[src/rtl/ahb_sram_slave_if.sv]
// Signal bundle between the AHB-Lite bus / byte-wide SRAM array and the SRAM slave front end.
interface ahb_sram_slave_if #(
  parameter int SRAM_DATA_WIDTH = 8,
  parameter int SRAM_ADDR_WIDTH = 13,
  parameter int DATA_WIDTH      = 32,
  parameter int ADDR_WIDTH      = 32
);
  logic                       hsel;
  logic [1:0]                 htrans;
  logic                       hwrite;
  logic [2:0]                 hsize;
  logic [2:0]                 hburst;
  logic [ADDR_WIDTH-1:0]      haddr;
  logic [DATA_WIDTH-1:0]      hwdata;
  logic                       hready_in;
  logic                       hready_resp;
  logic [1:0]                 hresp;
  logic [DATA_WIDTH-1:0]      hrdata;
  logic                       sram_we;
  logic [SRAM_ADDR_WIDTH-1:0] sram_addr;
  logic [DATA_WIDTH-1:0]      sram_wdata;
  logic [3:0]                 bank0_cs;
  logic [3:0]                 bank1_cs;
  logic [SRAM_DATA_WIDTH-1:0] sram_b0, sram_b1, sram_b2, sram_b3;
  logic [SRAM_DATA_WIDTH-1:0] sram_b4, sram_b5, sram_b6, sram_b7;

  modport slave (
    input  hsel, htrans, hwrite, hsize, hburst, haddr, hwdata, hready_in,
    input  sram_b0, sram_b1, sram_b2, sram_b3, sram_b4, sram_b5, sram_b6, sram_b7,
    output hready_resp, hresp, hrdata,
    output sram_we, sram_addr, sram_wdata, bank0_cs, bank1_cs
  );

  modport master (
    output hsel, htrans, hwrite, hsize, hburst, haddr, hwdata, hready_in,
    output sram_b0, sram_b1, sram_b2, sram_b3, sram_b4, sram_b5, sram_b6, sram_b7,
    input  hready_resp, hresp, hrdata,
    input  sram_we, sram_addr, sram_wdata, bank0_cs, bank1_cs
  );
endinterface

[src/rtl/ahb_sram_slave.sv]
// AHB-Lite slave front end: turns AHB beats into byte-lane SRAM cycles across two banks.
module ahb_sram_slave #(
  parameter int SRAM_DATA_WIDTH = 8,
  parameter int SRAM_ADDR_WIDTH = 13,
  parameter int DATA_WIDTH      = 32,
  parameter int ADDR_WIDTH      = 32
) (
  input logic          hclk,
  input logic          hresetn,
  ahb_sram_slave_if.slave bus
);
  localparam int BANK_BIT = SRAM_ADDR_WIDTH + 2;

  localparam logic [2:0] S_IDLE   = 3'd0;
  localparam logic [2:0] S_READ   = 3'd1;
  localparam logic [2:0] S_WRITE  = 3'd2;
  localparam logic [2:0] S_WSTALL = 3'd3;
  localparam logic [2:0] S_ERR1   = 3'd4;
  localparam logic [2:0] S_ERR2   = 3'd5;

  logic [2:0]                 r_state;
  logic [SRAM_ADDR_WIDTH-1:0] r_addr;
  logic                       r_bank;
  logic [3:0]                 r_lanes;

  logic [2:0]                 w_state_next;
  logic                       w_valid;
  logic                       w_collide;
  logic                       w_ready;
  logic                       w_accept;
  logic                       w_illegal;
  logic                       w_bank;
  logic [3:0]                 w_lanes;
  logic [SRAM_ADDR_WIDTH-1:0] w_word;
  logic                       w_unused;

  assign w_valid   = bus.hsel & bus.htrans[1] & bus.hready_in;
  // A read arriving while the registered write owns the SRAM bus is held off one cycle.
  assign w_collide = (r_state == S_WRITE) & w_valid & ~bus.hwrite;
  assign w_ready   = (r_state != S_ERR1) & ~w_collide;
  assign w_accept  = hresetn & w_valid & w_ready;
  assign w_word    = bus.haddr[SRAM_ADDR_WIDTH+1:2];
  assign w_bank    = bus.haddr[BANK_BIT];
  assign w_unused  = ^{bus.hburst, bus.haddr[ADDR_WIDTH-1:BANK_BIT+1]};

  always_comb begin
    case (bus.hsize)
      3'd0:    w_illegal = 1'b0;
      3'd1:    w_illegal = bus.haddr[0];
      3'd2:    w_illegal = |bus.haddr[1:0];
      default: w_illegal = 1'b1;
    endcase
  end

  generate
    for (genvar gi = 0; gi < 4; gi++) begin : g_lane
      assign w_lanes[gi] = (bus.hsize == 3'd2)
                         | ((bus.hsize == 3'd1) & (bus.haddr[1] == (gi >= 2)))
                         | ((bus.hsize == 3'd0) & (bus.haddr[1:0] == 2'(gi)));
    end
  endgenerate

  always_comb begin
    bus.sram_we   = 1'b0;
    bus.sram_addr = '0;
    bus.bank0_cs  = 4'b0000;
    bus.bank1_cs  = 4'b0000;
    if (hresetn) begin
      if (r_state == S_WRITE) begin
        bus.sram_we   = 1'b1;
        bus.sram_addr = r_addr;
        bus.bank0_cs  = r_bank ? 4'b0000 : r_lanes;
        bus.bank1_cs  = r_bank ? r_lanes : 4'b0000;
      end else if (w_accept & ~bus.hwrite & ~w_illegal) begin
        bus.sram_addr = w_word;
        bus.bank0_cs  = w_bank ? 4'b0000 : 4'b1111;
        bus.bank1_cs  = w_bank ? 4'b1111 : 4'b0000;
      end
    end
  end

  assign bus.sram_wdata  = bus.hwdata;
  assign bus.hready_resp = w_ready;
  assign bus.hresp       = ((r_state == S_ERR1) | (r_state == S_ERR2)) ? 2'b01 : 2'b00;
  assign bus.hrdata      = (r_state != S_READ) ? '0 :
                           r_bank ? {bus.sram_b7, bus.sram_b6, bus.sram_b5, bus.sram_b4}
                                  : {bus.sram_b3, bus.sram_b2, bus.sram_b1, bus.sram_b0};

  always_comb begin
    w_state_next = S_IDLE;
    if (w_accept) begin
      if (w_illegal)       w_state_next = S_ERR1;
      else if (bus.hwrite) w_state_next = S_WRITE;
      else                 w_state_next = S_READ;
    end else if (w_collide) begin
      w_state_next = S_WSTALL;
    end else if (r_state == S_ERR1) begin
      w_state_next = S_ERR2;
    end
  end

  always_ff @(posedge hclk) begin
    if (!hresetn) begin
      r_state <= S_IDLE;
      r_addr  <= '0;
      r_bank  <= 1'b0;
      r_lanes <= 4'b0000;
    end else begin
      r_state <= w_state_next;
      if (w_accept & ~w_illegal) begin
        r_addr  <= w_word;
        r_bank  <= w_bank;
        r_lanes <= w_lanes;
      end
    end
  end
endmodule

[src/flat_wrapper.sv]
// flat-port wrapper written by rule: the top's interface ports become plain ports
module ahb_sram_slave_flat 
#(
  parameter int SRAM_DATA_WIDTH = 8,
  parameter int SRAM_ADDR_WIDTH = 13,
  parameter int DATA_WIDTH      = 32,
  parameter int ADDR_WIDTH      = 32
)
  (hclk, hresetn, bus_hsel, bus_htrans, bus_hwrite, bus_hsize, bus_hburst, bus_haddr, bus_hwdata, bus_hready_in, bus_sram_b0, bus_sram_b1, bus_sram_b2, bus_sram_b3, bus_sram_b4, bus_sram_b5, bus_sram_b6, bus_sram_b7, bus_hready_resp, bus_hresp, bus_hrdata, bus_sram_we, bus_sram_addr, bus_sram_wdata, bus_bank0_cs, bus_bank1_cs);
  ahb_sram_slave_if #(.SRAM_DATA_WIDTH(SRAM_DATA_WIDTH), .SRAM_ADDR_WIDTH(SRAM_ADDR_WIDTH), .DATA_WIDTH(DATA_WIDTH), .ADDR_WIDTH(ADDR_WIDTH)) bus_i ();
  input logic hclk;
  input logic hresetn;
  input wire logic [$bits(bus_i.hsel)-1:0] bus_hsel;
  input wire logic [$bits(bus_i.htrans)-1:0] bus_htrans;
  input wire logic [$bits(bus_i.hwrite)-1:0] bus_hwrite;
  input wire logic [$bits(bus_i.hsize)-1:0] bus_hsize;
  input wire logic [$bits(bus_i.hburst)-1:0] bus_hburst;
  input wire logic [$bits(bus_i.haddr)-1:0] bus_haddr;
  input wire logic [$bits(bus_i.hwdata)-1:0] bus_hwdata;
  input wire logic [$bits(bus_i.hready_in)-1:0] bus_hready_in;
  input wire logic [$bits(bus_i.sram_b0)-1:0] bus_sram_b0;
  input wire logic [$bits(bus_i.sram_b1)-1:0] bus_sram_b1;
  input wire logic [$bits(bus_i.sram_b2)-1:0] bus_sram_b2;
  input wire logic [$bits(bus_i.sram_b3)-1:0] bus_sram_b3;
  input wire logic [$bits(bus_i.sram_b4)-1:0] bus_sram_b4;
  input wire logic [$bits(bus_i.sram_b5)-1:0] bus_sram_b5;
  input wire logic [$bits(bus_i.sram_b6)-1:0] bus_sram_b6;
  input wire logic [$bits(bus_i.sram_b7)-1:0] bus_sram_b7;
  output wire logic [$bits(bus_i.hready_resp)-1:0] bus_hready_resp;
  output wire logic [$bits(bus_i.hresp)-1:0] bus_hresp;
  output wire logic [$bits(bus_i.hrdata)-1:0] bus_hrdata;
  output wire logic [$bits(bus_i.sram_we)-1:0] bus_sram_we;
  output wire logic [$bits(bus_i.sram_addr)-1:0] bus_sram_addr;
  output wire logic [$bits(bus_i.sram_wdata)-1:0] bus_sram_wdata;
  output wire logic [$bits(bus_i.bank0_cs)-1:0] bus_bank0_cs;
  output wire logic [$bits(bus_i.bank1_cs)-1:0] bus_bank1_cs;
  assign bus_i.hsel = bus_hsel;
  assign bus_i.htrans = bus_htrans;
  assign bus_i.hwrite = bus_hwrite;
  assign bus_i.hsize = bus_hsize;
  assign bus_i.hburst = bus_hburst;
  assign bus_i.haddr = bus_haddr;
  assign bus_i.hwdata = bus_hwdata;
  assign bus_i.hready_in = bus_hready_in;
  assign bus_i.sram_b0 = bus_sram_b0;
  assign bus_i.sram_b1 = bus_sram_b1;
  assign bus_i.sram_b2 = bus_sram_b2;
  assign bus_i.sram_b3 = bus_sram_b3;
  assign bus_i.sram_b4 = bus_sram_b4;
  assign bus_i.sram_b5 = bus_sram_b5;
  assign bus_i.sram_b6 = bus_sram_b6;
  assign bus_i.sram_b7 = bus_sram_b7;
  assign bus_hready_resp = bus_i.hready_resp;
  assign bus_hresp = bus_i.hresp;
  assign bus_hrdata = bus_i.hrdata;
  assign bus_sram_we = bus_i.sram_we;
  assign bus_sram_addr = bus_i.sram_addr;
  assign bus_sram_wdata = bus_i.sram_wdata;
  assign bus_bank0_cs = bus_i.bank0_cs;
  assign bus_bank1_cs = bus_i.bank1_cs;
  ahb_sram_slave #(.SRAM_DATA_WIDTH(SRAM_DATA_WIDTH), .SRAM_ADDR_WIDTH(SRAM_ADDR_WIDTH), .DATA_WIDTH(DATA_WIDTH), .ADDR_WIDTH(ADDR_WIDTH)) u_core (.hclk(hclk), .hresetn(hresetn), .bus(bus_i));
endmodule
[config.mk]
export PLATFORM = sky130hd
export DESIGN_NAME = ahb_sram_slave_flat
export DESIGN_NICKNAME = d
export VERILOG_FILES = /design/src/rtl/ahb_sram_slave_if.sv /design/src/rtl/ahb_sram_slave.sv /design/src/flat_wrapper.sv
export SDC_FILE = /design/constraint.sdc
export NUM_CORES = 1
export LEC_CHECK = 0
export CAP_MARGIN = 30
export CORE_AREA = 2 2 89 91
export DETAILED_ROUTE_END_ITERATION = 8
export DIE_AREA = 0 0 91 93
export PLACE_DENSITY = 0.78
export SLEW_MARGIN = 20
export SYNTH_ARGS = -nofsm -noshare
export SYNTH_HDL_FRONTEND = slang
export SYNTH_SLANG_ARGS = --single-unit
export TNS_END_PERCENT = 100
[constraint.sdc]
create_clock -name hclk -period 7 [get_ports hclk]
set_clock_uncertainty 0.05 [all_clocks]
set_input_delay 1.75 -clock hclk [delete_from_list [all_inputs] [get_ports hclk]]
set_output_delay 1.75 -clock hclk [all_outputs]
set_load 0.03 [all_outputs]
### Word level (Yosys, flattened, before mapping)

Cells that the tools add are included.
W data, S select, Z words.

* register bits after elaboration: 21
* bits of input ports: 141

* equal/unequal tests: 10
* multiplexer cells: 24
* bitwise gates (word level): 27
* reduce and logical (&&, ||, !) cells: 3

Operators by type and width (number)
* $mux W32: 2
* $mux W4: 10
* $mux W13: 3
* $and A1 B1 Y1: 16
* $mux W3: 4
* $or A1 B1 Y1: 7
* $eq A3 B2 Y1 const B: 2
* $eq A3 B3 Y1 const B: 2
* $eq A2 B2 Y1 const B: 2
* $not A1 Y1: 4
* $eq A3 B1 Y1 const B: 1
* $logic_not A3 Y1: 1
* $mux W1: 3
* $ne A3 B1 Y1 const B: 1
* $ne A3 B3 Y1 const B: 1
* $pmux W1 S3: 1
* $eq A2 B1 Y1 const B: 1
* $logic_not A2 Y1: 1
* $mux W2: 1
* $reduce_or A2 Y1: 1

### Longest topological paths before layout

Gate-level depths: netlist of run 1.

* word-level depth: 12
* depth in mapped cells: 7
* mapped depth without buffers: 5

### Least setup slack after synthesis of run 1

Ideal clock, no wire load.

* path kind: in2out
* start: in bus_hsize[0]
* end: out bus_bank0_cs[0]
* arrival time: 3.803 ns
* required time: 5.200 ns
* slack: 1.397 ns
* stages on the path: 6
* cells stage by stage: or3_4 -> a211oi_2 -> buf_4 -> or3b_1 -> buf_2 -> o32ai_1

* cells in the longest elaborated chain, start to end: 7

Ends and longest elaborated chain
* from (decl): RTL line flat_wrapper.sv:16 `input wire logic [$bits(bus_i.hsize)-1:0] bus_hsize;`
* $eq A3 B2 Y1 (tied with other cells): RTL line ahb_sram_slave.sv:47 `case (bus.hsize)`
* $pmux W1 S3 (*): RTL line ahb_sram_slave.sv:47
* $not A1 Y1 (*): RTL line ahb_sram_slave.sv:74 `end else if (w_accept & ~bus.hwrite & ~w_illegal) begin`
* $and A1 B1 Y1 (*): RTL line ahb_sram_slave.sv:74
* $mux W4 (*): RTL line ahb_sram_slave.sv:74
* $mux W4 (*): RTL line ahb_sram_slave.sv:69 `if (r_state == S_WRITE) begin`
* $mux W4 (*): RTL line ahb_sram_slave.sv:68 `if (hresetn) begin`
* to (decl): RTL line flat_wrapper.sv:35 `output wire logic [$bits(bus_i.bank0_cs)-1:0] bus_bank0_cs;`

Every way passes the cells marked *; elsewhere a longest branch is shown, timed or not.

### Worst setup path after layout of run 1

* start: in bus_hsize[0]
* end: out bus_sram_addr[10]

* cells in the longest elaborated chain, start to end: 7

Ends and longest elaborated chain
* $eq A3 B2 Y1 (tied with other cells): RTL line ahb_sram_slave.sv:47
* $pmux W1 S3 (*): RTL line ahb_sram_slave.sv:47
* $not A1 Y1 (*): RTL line ahb_sram_slave.sv:74
* $and A1 B1 Y1 (*): RTL line ahb_sram_slave.sv:74
* $mux W13 (*): RTL line ahb_sram_slave.sv:74
* $mux W13 (*): RTL line ahb_sram_slave.sv:69
* $mux W13 (*): RTL line ahb_sram_slave.sv:68
* to (decl): RTL line flat_wrapper.sv:33 `output wire logic [$bits(bus_i.sram_addr)-1:0] bus_sram_addr;`

Marked as above.

==> results of run 1 <==
-- through the flow --
| step | area (um^2) | setup WS, ns |
|---|---|---|
| floorplan | 1860 | 1.40 |
| global placement | 3090 | 0.844 |
| global route | 3170 | 0.680 |
| detailed placement | 3110 | 0.860 |
| finish | 3170 | 0.862 |
| CTS | 3150 | 0.843 |
-- cell type report --
cell class                      instances  area [um^2]
Tap cell                              102          128
Multi-Input combinational cell        175         1110
Fill cell                             787         4360
Clock inverter                          1         5.00
Sequential cell                        21          422
Inverter                                3         11.3
Timing Repair Buffer                  150         1460
Clock buffer                            3         41.3
-- layer usage --
metal / track usage (%) / part of all wire [%] / up-vias
met4: 4.04 / 1.3 / 0
met3: 1.85 / 4.8 / 10
met5: 0 / 0 / -
met1: 17.3 / 41 / 1017
li1: - / - / 1051
met2: 24.8 / 53 / 76
-- logic make-up after synthesis --
logic type             Yosys count  synth area share (%)
AOI/OAI and AO/OA               53                  19.9
buffers and inverters           54                  17.9
DFF                             21                  22.6
muxes                           34                  18.3
other                            1                 0.201
and+or+nand+nor                 87                  21.2
-- registers in the layout, indices dropped and copies added, names as in the netlist --
register / count
u_core.r_addr: 13
u_core.r_lanes: 4
u_core.r_bank: 1
u_core.r_state: 3
-- Yosys cell counts --
cell,number
buf_1,2
clkbuf_1,12
or3_4,1
nor2b_1,1
nor4_1,1
conb_1,1
a22o_1,14
nand2b_1,3
o2111ai_1,3
dfxtp_1,21
o22a_1,1
nand2_1,22
buf_2,3
o21bai_1,2
nand3b_1,1
or3b_1,1
a21o_1,1
mux2i_1,34
a21boi_0,1
and2_1,1
nor3_1,3
a211oi_2,1
or3_1,1
o32ai_1,4
a21oi_1,5
nor3b_1,1
o22ai_1,4
buf_4,34
nor2_1,36
o21ai_0,17
inv_1,3
nand3_1,14
nor3b_2,1
-- critical path, stage by stage --
cell             delay, ns
clkdlybuf4s50_1       0.48
or3_4                 0.42
a211oi_2              0.25
buf_4                 0.27
nor3b_2               0.74
a22o_1                0.27
buf_4                 0.16
-- report_power, final --
part           internal, W  switching [W]  total [W]
clock network    0.0000396      0.0000415  0.0000812
logic            0.0000606      0.0000368  0.0000974
registers         0.000121     0.00000158   0.000123
total             0.000221      0.0000799   0.000301
-- how the worst max path moves through the flow --
stage / startpoint / endpoint / slack [ns] / cells past startpoint
4_1_cts: bus_hsize[0] / bus_sram_addr[3] / 0.84 / 7
2_1_floorplan: bus_hsize[0] / bus_bank0_cs[0] / 1.40 / 6
6_report: bus_hsize[0] / bus_sram_addr[10] / 0.86 / 7
5_1_grt: bus_haddr[1] / bus_sram_addr[3] / 0.68 / 7
3_3_place_gp: bus_hsize[0] / bus_sram_addr[3] / 0.84 / 7
3_5_place_dp: bus_hsize[0] / bus_sram_addr[3] / 0.86 / 7
==> summary.md, run 1 <==
| Metric | Value |
|---|---|
| Achievable Freq | `163 MHz` |
| WL/cell | `about 14 um` |
| Detailed router's first-iteration violation count | `67` |
| Cell depth of the worst flop-to-flop path | `6` |
| Largest net degree at the start of global routing | `36` |
| Share of the clock period used by the worst path | `around 88%` |
| Worst-Margin Slew | `about 0.85 ns` |
| Final Routed Wirelength | `between 6000 and 7000 um` |
| Sequential-to-total area share from yosys stat | `around 23%` |
| Port Buffers | `between 100 and 150` |
| Final core utilization | `between 40% and 50%` |
| Die width | `a little over 90 um` |
| DR pass1 iterations | `4` |
| Final hold vios | `0` |
| Placed cell count | `450` |
| Vias in the first global route | `approximately 2,000` |
| Post-Synthesis Cells | `between 200 and 300` |
| Antenna viol nets, final | `0` |
| Reg2reg start | `u_core.r_state[1]` |
| CTS Hold Bufs | `0` |
| Clock Pin Slew Worst Setup and Hold Paths | `0.07 ns` |
| CP Capture Type | `output port` |
| Critical Path Source Type | `input port` |
| Slew HR | `42.9%` |
| CTS root buf | `clkbuf_8` |
| Initial antenna violation count | `0` |
| Number of CTS-inserted buffers | `3` |
| WHS Endpoint | `u_core.r_addr[1]` |
| MaxCap Viol Count | `0` |
| Yosys Warn Count | `0` |
| Die H | `between 90 and 100 um` |
| Critical path class | `input port to output port` |
| Most frequent cells in the layout | `124 x clkdlybuf4s50_1, 36 x nor2_1, 34 x mux2i_1, 24 x buf_4, 22 x nand2_1` |
| ANT cells | `0` |
| First-pass GRT wire length | `a little under 10,000 um` |
| WP data required | `5.20 ns` |
| Worst-skew pair later-pin latency | `between 0.2 and 0.3 ns` |
| CTS tree | `yes` |
| H-Tree Depth | `1` |
| Worst R2R End | `u_core.r_addr[3]` |
| Row cnt | `32` |
| Final cell count without fillers | `about 460` |
| R2r setup slk | `just over 5 ns` |
| Setup violators final | `0` |
| Via-to-Cell Ratio | `approximately 4.7` |
| Residual DRC | `0` |
| Initial core utilization | `about 25%` |
| Syn avg cell area | `approximately 7.5 um^2` |
| Syn_nets | `391` |
| Final Wtd Congestion | `approximately 0.8` |
| Hold Crit Depth | `2` |
| RSZ-0062 raised after global routing | `no` |
| Top cells by area, synth | `dfxtp_1 23%, mux2i_1 18%, buf_4 14%` |
| Layout cells sized above 1 | `9.63%` |
| Nets | `about 500` |
| Clock Sinks | `21` |
| Status | `finished, final reports clean` |
| Critical path peak fanout | `19` |
| Final min period | `slightly above 6 ns` |
| Post-synth cell types | `33` |
| Cts repair resizes | `0` |
| Die area | `around 8500 um^2` |
| Core ar. | `roughly 7500 um^2` |
| Peak supply drop | `~0.060 mV` |
| Leakage power figure | `between 1 and 1.5 nW` |
| Final setup TNS | `0 ns` |
| Overall power | `0.000301 W` |
| Total Routing Usage GR | `roughly 14%` |
| Hold Slack | `0.413 ns` |
| Bufs on Longest Clock Path | `2` |
| Grt total ovfl | `0` |
| Critical path data arrival time | `between 4 and 5 ns` |
| Vias | `between 2,000 and 2,500` |
| Area grow syn2layout | `70.2%` |
| Leading area contributor after synthesis | `dfxtp_1` |
| Most common cell after layout, fill and taps aside | `clkdlybuf4s50_1` |
| IO Pins | `230` |
| FF+latch count, synth | `21` |
| PwrDens | `94.9 nW/um^2` |
| # Post-CTS Setup Buffers | `0` |
| Hold WC Path Type | `flop to flop` |
| Min-delay src | `u_core.r_addr[1]` |
| DP HPWL | `approximately 5000 um` |
| Synth top area share | `roughly 23%` |
| Netlist Area Pre-Place | `1860 um^2` |
| Slew Viols, Final | `0` |
Power figures use the tool's default switching activity.
==> run 2: changes to the inputs <==
--- a/config.mk
+++ b/config.mk
@@ -10,7 +10,6 @@
 export DETAILED_ROUTE_END_ITERATION = 8
 export DIE_AREA = 0 0 91 93
 export PLACE_DENSITY = 0.78
-export SLEW_MARGIN = 20
 export SYNTH_ARGS = -nofsm -noshare
 export SYNTH_HDL_FRONTEND = slang
 export SYNTH_SLANG_ARGS = --single-unit
==> run 2 against run 1 <==
Against the previous run:
- cell area unchanged
- critical path depth unchanged
- maximum frequency decreased by 0.61%
- total power decreased by 0.11%
- final cell count unchanged
- first-iteration DRC count increased by 16%
- non-clock buffer count unchanged
- sequential share of layout area unchanged
- register-to-register slack about the same
- core utilization unchanged
- largest cell class unchanged
==> summary.md, run 2 (same netlist as run 1, synthesis figures left out) <==
| Metric | Value |
|---|---|
| Achievable Freq | `162 MHz (-0.61%)` |
| Placed cell area | `3110 um^2 (unchanged)` |
| Critical path class | `input port to output port` |
| First-pass GRT wire length | `9860 um (unchanged)` |
| Reg2reg start | `u_core.r_state[1]` |
| Residual DRC | `0 (unchanged)` |
| IO Pins | `230 (unchanged)` |
| Slew HR | `40.2% (-2.7 points)` |
| Final Routed Wirelength | `6430 um (+1.5%)` |
| WL/cell | `14.1 um (+1.5%)` |
| CP Cell Sequence | `clkdlybuf4s50_1, or3_4, a211oi_2, buf_4, nor3b_2, a22o_1, buf_4` |
| Port Buffers | `144 (unchanged)` |
| Final min period | `6.18 ns (+0.0378 ns)` |
| ANT cells | `0 (unchanged)` |
| Psw | `0.0000796 W (-0.42%)` |
| Row cnt | `32 (unchanged)` |
| Slew Viols, Final | `0 (unchanged)` |
| DP HPWL | `5020 um (unchanged)` |
| R2r setup slk | `5.04 ns (about the same)` |
| Core ar. | `7530 um^2 (unchanged)` |
| Detailed router's first-iteration violation count | `78 (+16%)` |
| Most flops, register | `u_core.r_addr` |
| PwrDens | `94.8 nW/um^2 (-0.11%)` |
| Worst-skew pair later-pin latency | `0.25 ns (about the same)` |
| Final Wtd Congestion | `0.801 (unchanged)` |
| Grt total ovfl | `0 (unchanged)` |
| Max reg flops | `13 (unchanged)` |
| Die width | `91 um (unchanged)` |
| Status | `finished, final reports clean` |
| Flop pwr share | `40.6% (about the same)` |
| Hold Slack | `0.416 ns (+0.00234 ns)` |
| Vias | `2,167 (+0.60%)` |
| CTS root buf | `clkbuf_8` |
| Leakage power figure | `1.10 nW (unchanged)` |
| Comb power frac | `32.5% (+0.2 points)` |
| Fill count | `784 (-0.38%)` |
| Layout cells sized above 1 | `9.63% (unchanged)` |
| Critical path data arrival time | `4.38 ns (+0.04 ns)` |
| Worst-Margin Slew | `0.893 ns (+0.0399 ns)` |
| Nets | `495 (unchanged)` |
| Clock Pin Slew Worst Setup and Hold Paths | `0.09 ns (+0.02 ns)` |
| Hold WC Path Type | `flop to flop` |
| MaxCap Viol Count | `0 (unchanged)` |
| Die H | `93 um (unchanged)` |
| Antenna viol nets, final | `0 (unchanged)` |
| Most common cell after layout, fill and taps aside | `clkdlybuf4s50_1` |
| Final setup TNS | `0 ns (unchanged)` |
| Clock Power Share | `26.8% (-0.2 points)` |
| Worst R2R End | `u_core.r_addr[3]` |
| Net Sw Frac | `26.5% (-0.082 points)` |
| CTS Hold Bufs | `0 (unchanged)` |
| Final hold vios | `0 (unchanged)` |
| H-Tree Depth | `1 (unchanged)` |
| Biggest regs | `u_core.r_addr: 13 flops, u_core.r_lanes: 4 flops, u_core.r_state: 3 flops` |
| CP max stage cell | `nor3b_2` |
| Critical Path Source Type | `input port` |
| Cell area after layout | `3170 um^2 (unchanged)` |
| Critical path peak fanout | `19 (unchanged)` |
| DR pass1 iterations | `4 (unchanged)` |
| Number of CTS-inserted buffers | `3 (unchanged)` |
| Clock Sinks | `21 (unchanged)` |
| Final core utilization | `42.1% (unchanged)` |
| CTS tree | `yes` |
| CP Capture Type | `output port` |
| Cts repair resizes | `0 (unchanged)` |
| Share of the clock period used by the worst path | `88.2% (+0.54 points)` |
| CP most frequent cell | `buf_4` |
| # Post-CTS Setup Buffers | `0 (unchanged)` |
| Largest net degree at the start of global routing | `36 (unchanged)` |
| Initial antenna violation count | `0 (unchanged)` |
| Critical path startpoint | `bus_hsize[0]` |
| Most frequent cells in the layout | `124 x clkdlybuf4s50_1, 36 x nor2_1, 34 x mux2i_1, 24 x buf_4, 22 x nand2_1` |
| Area grow syn2layout | `70.2% (unchanged)` |
| Peak supply drop | `0.0596 mV (-0.52%)` |
| Via-to-Cell Ratio | `4.76 (+0.60%)` |
| WP data required | `5.20 ns (about the same)` |
| CP peak stage delay | `0.77 ns (+0.03 ns)` |
| Setup violators final | `0 (unchanged)` |
| Cell internal pwr | `0.000221 W (about the same)` |
| RSZ-0062 raised after global routing | `no` |
| Total Routing Usage GR | `13.8% (unchanged)` |
| Die area | `8460 um^2 (unchanged)` |
| Initial core utilization | `24.8% (unchanged)` |
| Cell depth of the worst flop-to-flop path | `6 (unchanged)` |
| Critical Path Sink | `bus_sram_addr[10]` |
| Bufs on Longest Clock Path | `2 (unchanged)` |
| Vias in the first global route | `2,061 (unchanged)` |
[run 2: cell counts in the layout (fill, tap and decap cells not counted)]
No cell type changed its count.
[run 2: worst max-delay path: cells and delay by family]
kind            cells  cell delay [ns]
compound gates      2             0.53
simple gates        2             1.19
buf+inv             3             0.91
[run 2: power by group through the flow]
stage                Clock, W  Combinational (W)  Sequential, W
detailed placement          0          0.0000967       0.000126
floorplan                   0          0.0000668       0.000124
CTS                 0.0000829          0.0000972       0.000123
finish              0.0000807          0.0000979       0.000122
global placement            0          0.0000947       0.000126
global route        0.0000874           0.000106       0.000122
[run 2: layout make-up]
cell class / count / area [um^2] / share of cell area, %
Multi-Input combinational cell: 175 / 1110 / 35.0
Clock inverter: 1 / 5.00 / 0.158
Clock buffer: 3 / 41.3 / 1.30
Inverter: 3 / 11.3 / 0.355
Timing Repair Buffer: 150 / 1460 / 45.9
Tap cell: 102 / 128 / 4.02
Sequential cell: 21 / 422 / 13.3
[run 2: worst min path at each step]
stage / start / end / slack [ns] / cells past startpoint
floorplan: u_core.r_addr[6] / u_core.r_addr[6] / 0.38 / 2
global placement: u_core.r_addr[6] / u_core.r_addr[6] / 0.40 / 2
detailed placement: u_core.r_addr[1] / u_core.r_addr[1] / 0.41 / 2
CTS: u_core.r_addr[1] / u_core.r_addr[1] / 0.42 / 2
global route: u_core.r_addr[3] / u_core.r_addr[3] / 0.43 / 2
finish: u_core.r_addr[6] / u_core.r_addr[6] / 0.42 / 2
[run 2: per-layer routing]
metal  up-vias  global-route usage [%]  routed length [um]
li1       1053                       -                   -
met1      1024                    17.3                2670
met2        80                    24.8                3340
met3        10                    1.85                 333
met4         0                    4.04                  85
met5         -                       0                   0
[run 2: stage by stage]
step           std cells  power, W  setup WS, ns
2_1_floorplan        250  0.000191          1.40
3_3_place_gp         449  0.000221         0.844
3_5_place_dp         450  0.000223         0.860
4_1_cts              454  0.000303         0.843
5_1_grt              455  0.000315         0.680
6_report             455  0.000301         0.824
==> run 3: changes to the inputs <==
--- a/config.mk
+++ b/config.mk
@@ -5,7 +5,6 @@
 export SDC_FILE = /design/constraint.sdc
 export NUM_CORES = 1
 export LEC_CHECK = 0
-export CAP_MARGIN = 30
 export CORE_AREA = 2 2 89 91
 export DETAILED_ROUTE_END_ITERATION = 8
 export DIE_AREA = 0 0 91 93
==> run 3 against run 2 <==
Against the previous run:
- first-iteration DRC count increased by 1.3%
- sequential cell count unchanged
- die area unchanged
- maximum frequency up 0.72%
- critical path depth unchanged
- largest power group unchanged
==> summary.md, run 3 (same netlist as run 1, synthesis figures left out) <==
| Metric | Value |
|---|---|
| Final setup TNS | `0 ns (unchanged)` |
| RSZ-0062 raised after global routing | `no` |
| Critical path class | `input port to output port` |
| CTS tree | `yes` |
| CP max stage cell | `nor3b_2` |
| PwrDens | `95.7 nW/um^2 (+0.89%)` |
| Fill count | `766 (-2.3%)` |
| Reg2reg start | `u_core.r_state[1]` |
| Clock Power Share | `27.0% (+0.2 points)` |
| Status | `finished, final reports clean` |
| Clock Sinks | `21 (unchanged)` |
| Most flops, register | `u_core.r_addr` |
| Setup violators final | `0 (unchanged)` |
| Die width | `91 um (unchanged)` |
| CP Capture Type | `output port` |
| Clock Pin Slew Worst Setup and Hold Paths | `0.07 ns (-0.02 ns)` |
| Bufs on Longest Clock Path | `2 (unchanged)` |
| Layout cells sized above 1 | `9.12% (-0.51 points)` |
| Final Routed Wirelength | `6380 um (-0.78%)` |
| Largest net degree at the start of global routing | `36 (unchanged)` |
| Hold WC Path Type | `flop to flop` |
| CP top delay family | `simple AND/OR/NAND/NOR gates` |
| Final hold vios | `0 (unchanged)` |
| Critical Path Source Type | `input port` |
| ANT cells | `0 (unchanged)` |
| MaxCap Viol Count | `0 (unchanged)` |
| Initial antenna violation count | `0 (unchanged)` |
| Min-delay src | `u_core.r_addr[1]` |
| Critical path peak fanout | `19 (unchanged)` |
| Leakage power figure | `1.08 nW (-1.4%)` |
| Achievable Freq | `163 MHz (+0.72%)` |
| Area of the multi-input gates | `1110 um^2 (unchanged)` |
| Most frequent cells in the layout | `124 x clkdlybuf4s50_1, 36 x nor2_1, 34 x mux2i_1, 24 x buf_4, 22 x nand2_1` |
| Overall power | `0.000300 W (-0.22%)` |
| DR pass1 iterations | `4 (unchanged)` |
| CP most frequent cell | `buf_4` |
| WL/cell | `14.1 um (-0.34%)` |
| Final Wtd Congestion | `0.801 (unchanged)` |
| WP data required | `5.20 ns (about the same)` |
| Worst-skew pair later-pin latency | `0.26 ns (about the same)` |
| Worst-Margin Slew | `1.05 ns (+0.157 ns)` |
| Comb power frac | `32.0% (-0.5 points)` |
| Max reg flops | `13 (unchanged)` |
| Peak supply drop | `0.0474 mV (-20%)` |
| Antenna viol nets, final | `0 (unchanged)` |
| CTS Hold Bufs | `0 (unchanged)` |
| Cell internal pwr | `0.000221 W (-0.25%)` |
| DP HPWL | `4960 um (-1.1%)` |
| CP Buf/Inv Count | `3 (unchanged)` |
| Grt total ovfl | `0 (unchanged)` |
| # Post-CTS Setup Buffers | `0 (unchanged)` |
| Row cnt | `32 (unchanged)` |
| Critical path data arrival time | `4.33 ns (-0.05 ns)` |
| Via-to-Cell Ratio | `4.77 (about the same)` |
| Core ar. | `7530 um^2 (unchanged)` |
| Detailed router's first-iteration violation count | `79 (+1.3%)` |
| Slew Viols, Final | `0 (unchanged)` |
| Area grow syn2layout | `68.4%` |
| WHS Endpoint | `u_core.r_addr[1]` |
| CP peak stage delay | `0.73 ns (-0.04 ns)` |
| Cell depth of the worst flop-to-flop path | `6 (unchanged)` |
| Flop pwr share | `41.1% (+0.5 points)` |
| Residual DRC | `0 (unchanged)` |
| Share of the clock period used by the worst path | `87.6% (-0.63 points)` |
| CTS root buf | `clkbuf_8` |
| Biggest regs | `u_core.r_addr: 13 flops, u_core.r_lanes: 4 flops, u_core.r_state: 3 flops` |
| Cts repair resizes | `0 (unchanged)` |
| Final min period | `6.13 ns (-0.0441 ns)` |
| Cell area after layout | `3140 um^2 (-1.1%)` |
| Die area | `8460 um^2 (unchanged)` |
| Most common cell after layout, fill and taps aside | `clkdlybuf4s50_1` |
| Placed cell area | `3090 um^2 (-0.48%)` |
| Total Routing Usage GR | `13.9% (+0.10 points)` |
| Register Area | `422 um^2 (unchanged)` |
| Port Buffers | `144 (unchanged)` |
| R2r setup slk | `5.03 ns (about the same)` |
| Initial core utilization | `24.8% (unchanged)` |
| Nets | `493 (-0.40%)` |
| Hold Slack | `0.410 ns (-0.00512 ns)` |
| IO Pins | `230 (unchanged)` |
| Number of CTS-inserted buffers | `3 (unchanged)` |
| CP Cell Sequence | `clkdlybuf4s50_1, or3_4, a211oi_2, buf_4, nor3b_2, a22o_1, buf_4` |
| Psw | `0.0000795 W (-0.16%)` |
| Worst R2R End | `u_core.r_addr[12]` |
| Vias | `2,159 (-0.37%)` |
| H-Tree Depth | `1 (unchanged)` |
| Vias in the first global route | `2,098 (+1.8%)` |
| First-pass GRT wire length | `9920 um (+0.56%)` |
| Final core utilization | `41.7% (-0.47 points)` |
| Hold Crit Depth | `2 (unchanged)` |
| Die H | `93 um (unchanged)` |
| Slew HR | `29.8% (-10 points)` |
| Net Sw Frac | `26.5% (about the same)` |
-- run 3: area by class of cell --
type                       count  share of cell area [%]
sequential                    21                    13.4
multi-input combinational    175                    35.3
clock buffer                   3                    1.32
timing repair buffer         148                    45.3
clock inverter                 1                   0.160
tap                          102                    4.07
inverter                       3                   0.359
-- run 3: how the worst max path moves through the flow --
stage,from,end,slack (ns),cells past startpoint
finish,bus_hsize[0],bus_sram_addr[3],0.87,7
global route,bus_hsize[0],bus_sram_addr[3],0.67,7
CTS,bus_hsize[0],bus_sram_addr[3],0.85,7
detailed placement,bus_hsize[0],bus_sram_addr[3],0.83,7
global placement,bus_hsize[0],bus_sram_addr[3],0.84,7
floorplan,bus_hsize[0],bus_bank0_cs[0],1.40,6
-- run 3: power by group through the flow --
stage / clock network (W) / logic, W / registers [W]
finish: 0.0000809 / 0.0000960 / 0.000123
global route: 0.0000882 / 0.000103 / 0.000124
floorplan: 0 / 0.0000668 / 0.000124
CTS: 0.0000834 / 0.0000966 / 0.000123
global placement: 0 / 0.0000947 / 0.000126
detailed placement: 0 / 0.0000962 / 0.000126
-- run 3: worst register-to-register path, delay by kind of cell (launching register included) --
family	cells	cell delay, ns
compound gates	2	0.36
buf+inv	2	0.33
flops	1	0.36
simple gates	2	0.73
-- run 3: metrics by stage --
stage	setup WS, ns	instances
after CTS	0.847	453
after global routing	0.665	453
after detailed placement	0.830	449
final	0.868	453
after floorplan	1.40	250
after global placement	0.844	449
-- run 3: metal layers --
layer / track usage [%] / vias up / part of all wire (%)
li1: - / 1046 / -
met1: 16.1 / 1005 / 39
met2: 25.2 / 89 / 52
met3: 2.58 / 19 / 5.9
met4: 5.81 / 0 / 2.9
met5: 0 / - / 0
